File: src/rtl/cpc_ram_bank_ctrl_pkg.sv
// ============================================================================
// Module   : cpc_ram_bank_ctrl_pkg
// Brief    : Shared constants, FSM encoding and mode-map table for the CPC
//            RAM expansion bank controller. XADR_EN widens the bank field.
// Revision : 1.0 - initial release
// ============================================================================
`timescale 1ns/1ps
`default_nettype none

package cpc_ram_bank_ctrl_pkg;

  localparam logic [1:0] GA_CFG_CODE = 2'b11;

`ifdef XADR_EN
  localparam int XADR_W = 3;
`else
  localparam int XADR_W = 0;
`endif

  typedef enum logic [0:0] {
    ST_IDLE = 1'b0,
    ST_BUSY = 1'b1
  } state_t;

  typedef struct packed {
    logic       ext;
    logic [1:0] page;
  } map_t;

  localparam map_t I0 = '{ext: 1'b0, page: 2'd0};
  localparam map_t I1 = '{ext: 1'b0, page: 2'd1};
  localparam map_t I2 = '{ext: 1'b0, page: 2'd2};
  localparam map_t I3 = '{ext: 1'b0, page: 2'd3};
  localparam map_t X4 = '{ext: 1'b1, page: 2'd0};
  localparam map_t X5 = '{ext: 1'b1, page: 2'd1};
  localparam map_t X6 = '{ext: 1'b1, page: 2'd2};
  localparam map_t X7 = '{ext: 1'b1, page: 2'd3};

  // Indexed by {mode, quadrant}
  localparam map_t MODE_MAP [32] = '{
    I0, I1, I2, I3,
    I0, I1, I2, X7,
    X4, X5, X6, X7,
    I0, I3, I2, X7,
    I0, X4, I2, I3,
    I0, X5, I2, I3,
    I0, X6, I2, I3,
    I0, X7, I2, I3
  };

  localparam logic [2:0] REMAP_MODE = 3'd3;
  localparam logic [1:0] REMAP_QUAD = 2'd1;

endpackage

`default_nettype wire

File: src/rtl/cpc_ram_bank_ctrl_map.sv
// ============================================================================
// Module   : cpc_bank_map
// Brief    : Combinational quadrant map: config mode + adr[15:14] to
//            expansion select, page and internal-remap flag.
// Revision : 1.0 - initial release
// ============================================================================
`timescale 1ns/1ps
`default_nettype none

module cpc_bank_map
  import cpc_ram_bank_ctrl_pkg::*;
(
  input  logic [2:0] i_mode,
  input  logic [1:0] i_quad,
  output logic       o_ext_sel,
  output logic [1:0] o_ext_page,
  output logic       o_int_remap
);

  map_t w_entry;

  assign w_entry     = MODE_MAP[{i_mode, i_quad}];
  assign o_ext_sel   = w_entry.ext;
  assign o_ext_page  = w_entry.page;
  assign o_int_remap = (i_mode == REMAP_MODE) && (i_quad == REMAP_QUAD);

endmodule

`default_nettype wire

File: src/rtl/cpc_ram_bank_ctrl.sv
// ============================================================================
// Module   : cpc_ram_bank_ctrl
// Brief    : Z80 front end for the CPC RAM expansion: decodes gate-array
//            config writes and maps memory quadrants. Option: XADR_EN.
// Revision : 1.0 - initial release
// ============================================================================
`timescale 1ns/1ps
`default_nettype none

module cpc_ram_bank_ctrl
  import cpc_ram_bank_ctrl_pkg::*;
#(
  parameter int BANK_W = 3
) (
  input  logic                       clock,
  input  logic                       resetb,
  input  logic                       iorq_b,
  input  logic                       wr_b,
  input  logic                       m1_b,
  input  logic                       mreq_b,
  input  logic [15:0]                adr,
  input  logic [7:0]                 data,
  output logic [2:0]                 cfg_mode,
  output logic [BANK_W+XADR_W-1:0]   cfg_bank,
  output logic                       cfg_stb,
  output logic                       ext_sel,
  output logic [1:0]                 ext_page,
  output logic [BANK_W+XADR_W-1:0]   ext_bank,
  output logic                       int_remap,
  output logic                       ramdis
);

  localparam int DQ_W = 3 + BANK_W + XADR_W;

  logic            w_iow;
  logic [DQ_W-1:0] w_data_d;
  logic            r_iow_q;
  logic [DQ_W-1:0] r_data_q;
  state_t          r_state;
  logic            w_unused;

  assign w_iow = ~iorq_b & ~wr_b & m1_b & ~adr[15] & adr[14]
               & (data[7:6] == GA_CFG_CODE);

  // Extended bank bits are inverted so port &7Fxx lands on bank group 0
`ifdef XADR_EN
  assign w_data_d = {~adr[10:8], data[2+BANK_W:0]};
`else
  assign w_data_d = data[2+BANK_W:0];
`endif

  assign w_unused = &{1'b0, adr, data};

  always_ff @(posedge clock or negedge resetb) begin
    if (!resetb) begin
      r_iow_q  <= 1'b0;
      r_data_q <= '0;
    end else begin
      r_iow_q  <= w_iow;
      r_data_q <= w_data_d;
    end
  end

  // One config update per I/O cycle: BUSY holds until the strobe drops
  always_ff @(posedge clock or negedge resetb) begin
    if (!resetb) begin
      r_state  <= ST_IDLE;
      cfg_mode <= 3'd0;
      cfg_bank <= '0;
      cfg_stb  <= 1'b0;
    end else begin
      cfg_stb <= 1'b0;
      unique case (r_state)
        ST_IDLE: begin
          if (r_iow_q) begin
            cfg_mode <= r_data_q[2:0];
            cfg_bank <= r_data_q[DQ_W-1:3];
            cfg_stb  <= 1'b1;
            r_state  <= ST_BUSY;
          end
        end
        ST_BUSY: begin
          if (!r_iow_q) begin
            r_state <= ST_IDLE;
          end
        end
        default: r_state <= ST_IDLE;
      endcase
    end
  end

  cpc_bank_map u_map (
    .i_mode      (cfg_mode),
    .i_quad      (adr[15:14]),
    .o_ext_sel   (ext_sel),
    .o_ext_page  (ext_page),
    .o_int_remap (int_remap)
  );

  assign ext_bank = cfg_bank;
  assign ramdis   = ext_sel & ~mreq_b;

endmodule

`default_nettype wire

File: config.mk
export PLATFORM = sky130hd
export DESIGN_NAME = cpc_ram_bank_ctrl
export DESIGN_NICKNAME = d
export VERILOG_FILES = /design/src/rtl/cpc_ram_bank_ctrl_pkg.sv /design/src/rtl/cpc_ram_bank_ctrl_map.sv /design/src/rtl/cpc_ram_bank_ctrl.sv
export SDC_FILE = /design/constraint.sdc
export NUM_CORES = 1
export LEC_CHECK = 0
export CAP_MARGIN = 20
export CORE_MARGIN = 2
export CORE_UTILIZATION = 32
export DETAILED_ROUTE_END_ITERATION = 16
export GPL_TIMING_DRIVEN = 0
export PLACE_DENSITY = 0.78
export SYNTH_ARGS = -nofsm -noshare
export SYNTH_HDL_FRONTEND = slang
export SYNTH_SLANG_ARGS = --single-unit
File: constraint.sdc
create_clock -name clock -period 1.4 [get_ports clock]
set_input_delay 0.42 -clock clock [delete_from_list [all_inputs] [get_ports clock]]
set_output_delay 0.42 -clock clock [all_outputs]
set_load 0.01 [all_outputs]
==> results by group, run 1 <==
CTS
  – Worst-skew pair later-pin latency: 280 ps
  – CTS tree: yes
  – H-tree level count: 1
  – Clk sink count: 15
  – Clock root cell: clkbuf_4
  – Cts-stage hold buffer count: 0
  – TritonCTS buffer count: 3
  – CTS clk-pin slew, worst paths: 80 ps
  – CTS max path bufs: 2

Detailed routing
  – DRT antenna net count: 0
  – Drt total wl: 1180 um
  – Pre-antenna DRT Iters: 4
  – Via density: 4.304
  – Drt wl/cell: 11.57 um
  – Initial DRC count: 6
  – DRC: 0
  – DR vias: 439

Timing
  – Post-layout min period: 1752 ps
  – Worst hold slack: 376.4 ps
  – Endpoints failing setup: 6
  – Setup TNS: -1525 ps
  – Part of the cycle the worst path needs: 1.251
  – Fmax: 570.8 MHz
  – Worst slew pin tran: 641.4 ps
  – Slew Viols, Final: 0
  – Clock Skews: 3.946 ps
  – Final hold vios: 0
  – Rel. slew slack: 0.5710
  – Worst setup margin: -352.0 ps
  – RSZ-0062 raised after global routing: yes

Die
  – Chip height: 46.55 um
  – Core area: 1708 um^2
  – Starting Density: 0.3392
  – Top Ports: 45
  – Die area: 2166 um^2
  – Chip width: 46.55 um
  – Rows: 15

Logic synthesis
  – Syn avg cell area: 14.85 um^2
  – Async SR Flop Fraction: 1.000
  – Most frequent cell after synthesis: dfrtp_1
  – Mapped Cells: 39
  – Count of cell types in the netlist: 17
  – Yosys top cell area share: 0.6479
  – Synthesized Nets: 69
  – Sequential cell area fraction in the yosys report: 0.6479
  – Synth area leaders: dfrtp_1 (65%), mux2_2 (12%), buf_4 (3.9%)
  – Ys Warns: 0
  – Largest area contributor in the netlist: dfrtp_1
  – Post-synthesis register bit count: 15
  – Prevailing post-synth register cell: dfrtp_1
  – Post-synth top cells: dfrtp_1 (15), mux2_2 (6), buf_4 (3)
  – EDFF count, synth: 0
  – Mapped Area: 579.3 um^2

Global route
  – GR Layer Usage met1: 0.1478
  – Grt met3 use: 0.07451
  – First-pass GRT wire length: 1869 um
  – Number of global-route vias before repair: 414
  – Pin count of the biggest net entering global routing: 16
  – GRT overflow: 0
  – Gr usage total: 0.1292
  – Met2 Usage GRT: 0.2139
  – GR peak layer: met2
  – Initial antenna violation count: 0

Setup path
  – Worst Setup SP: cfg_mode[0]$_DFFE_PN0P_
  – CP Launch Type: flip-flop
  – Critical register-to-register path startpoint: r_state$_DFF_PN0_
  – Worst r2r path cells: 3
  – R2R Setup Slk: 300 ps
  – Crit Path Class: flip-flop to primary output
  – Critical Path AT: 1330 ps
  – Nature of the critical path endpoint: primary output
  – FF-to-FF End: cfg_bank[0]$_DFFE_PN0P_
  – Crit-path max FO: 2
  – Required @ worst endpoint: 980 ps

Final layout
  – Antenna diode count: 0
  – Share of cells above drive strength 1: 0.4286
  – Layout overhead on the synthesized area: 66.09%
  – Fin area: 962.2 um^2
  – Final nets: 108

Flow run
  – Max-Cap Viols: 0

Power and ir drop
  – Pwr Density: 1010 nW/um^2
  – Maximum vdd drop: 0.8834 mV
  – Design Power: 0.9720 mW
  – Leak: 0.4685 nW

Place
  – RePlAce Congestion: 0.6595
  – Detailed Place HPWL: 844.6 um
  – Area post-placement: 917.1 um^2
  – IO buf count: 30
  – Dpl ws: -979.7 ps

Run status
  – Failing checks: setup timing
  – Status: finished with violations

Min path
  – Worst min path class: flip-flop to flip-flop
  – Hold Path Depth: 0
  – Hold path endpoint: r_state$_DFF_PN0_
  – Hold Crit Start: r_iow_q$_DFF_PN0_
-- final cells by class --
cell class,instances,area (um^2)
Fill cell,148,745.7
Multi-Input combinational cell,19,183.9
Sequential cell,15,375.4
Timing Repair Buffer,36,322.8
Tap cell,25,31.28
Inverter,1,3.754
Buffer,2,18.77
Clock buffer,4,26.28
-- critical path: stages (launching register included) --
cell and delay, ps:
dfrtp_1 390, or3b_4 400, a31oi_2 120, buf_2 140
-- layer usage --
metal / wire (um) / share of wire
met5: 0 / 0
met3: 94 / 0.080
met2: 568 / 0.48
met1: 517 / 0.44
met4: 0 / 0
-- report_power, final --
part	switching [mW]	internal (mW)	leakage, nW
registers	0.0184	0.465	0.192
logic	0.0952	0.158	0.262
clock network	0.126	0.111	0.0150
-- registers in the layout (all words and copies together) (netlist names) --
| name | count |
|---|---|
| cfg_mode | 3 |
| r_iow_q | 1 |
| r_data_q | 6 |
| r_state | 1 |
| cfg_bank | 3 |
| cfg_stb | 1 |
-- worst max path at each step --
| stage | slack (ps) | endpoint |
|---|---|---|
| after floorplan | -60 | ramdis |
| after global placement | -950 | int_remap |
| after detailed placement | -980 | int_remap |
| after CTS | -370 | ramdis |
| after global routing | -430 | ramdis |
| final | -350 | ramdis |
-- per-stage QoR --
stage	util	cells
after detailed placement	0.5370	94
after global placement	0.5370	94
after global routing	0.5634	102
final	0.5634	102
after floorplan	-	39
after CTS	0.5685	104
-- cell usage in the layout (no fill, tap or decap) --
cell / synthesis / routed
buf_4: 3 / 4
nand3b_1: 1 / 1
a31oi_2: 0 / 1
clkdlybuf4s50_1: 0 / 13
mux2_2: 6 / 6
and3_1: 1 / 1
nand3_1: 1 / 1
nor2b_4: 0 / 1
nand4b_1: 1 / 1
inv_1: 1 / 1
clkdlybuf4s15_1: 0 / 3
clkbuf_1: 0 / 1
and4_4: 0 / 1
dfrtp_1: 15 / 15
or3b_4: 0 / 1
nor2b_1: 2 / 1
nand2b_1: 1 / 1
buf_6: 1 / 8
o31a_2: 1 / 1
clkbuf_4: 0 / 3
buf_2: 0 / 7
nor4bb_1: 1 / 1
dlygate4sd2_1: 0 / 3
o211ai_1: 1 / 1
-- cells by family (layout without fill, tap and decap cells) --
logic type      after synthesis  count (layout)  synth area share
buf+inv                       5              43           0.06478
compound gates                3               3           0.04105
mux                           6               6            0.1166
simple gates                 10              10            0.1296
flops                        15              15            0.6479
-- timing repair --
action / 4_1_cts / 5_1_grt
endpoints found under the setup margin: 15 / 13
setup buffers: 8 / 0
resized for setup: 61 / 5
Power figures use the tool's default switching activity.
==> run 2: changes to the inputs <==
--- a/config.mk
+++ b/config.mk
@@ -8,6 +8,7 @@
 export CAP_MARGIN = 20
 export CORE_MARGIN = 2
 export CORE_UTILIZATION = 32
+export CTS_CLUSTER_SIZE = 16
 export DETAILED_ROUTE_END_ITERATION = 16
 export GPL_TIMING_DRIVEN = 0
 export PLACE_DENSITY = 0.78
==> results of run 2 <==
Final layout, timing and power as in run 1 (identical DEF).
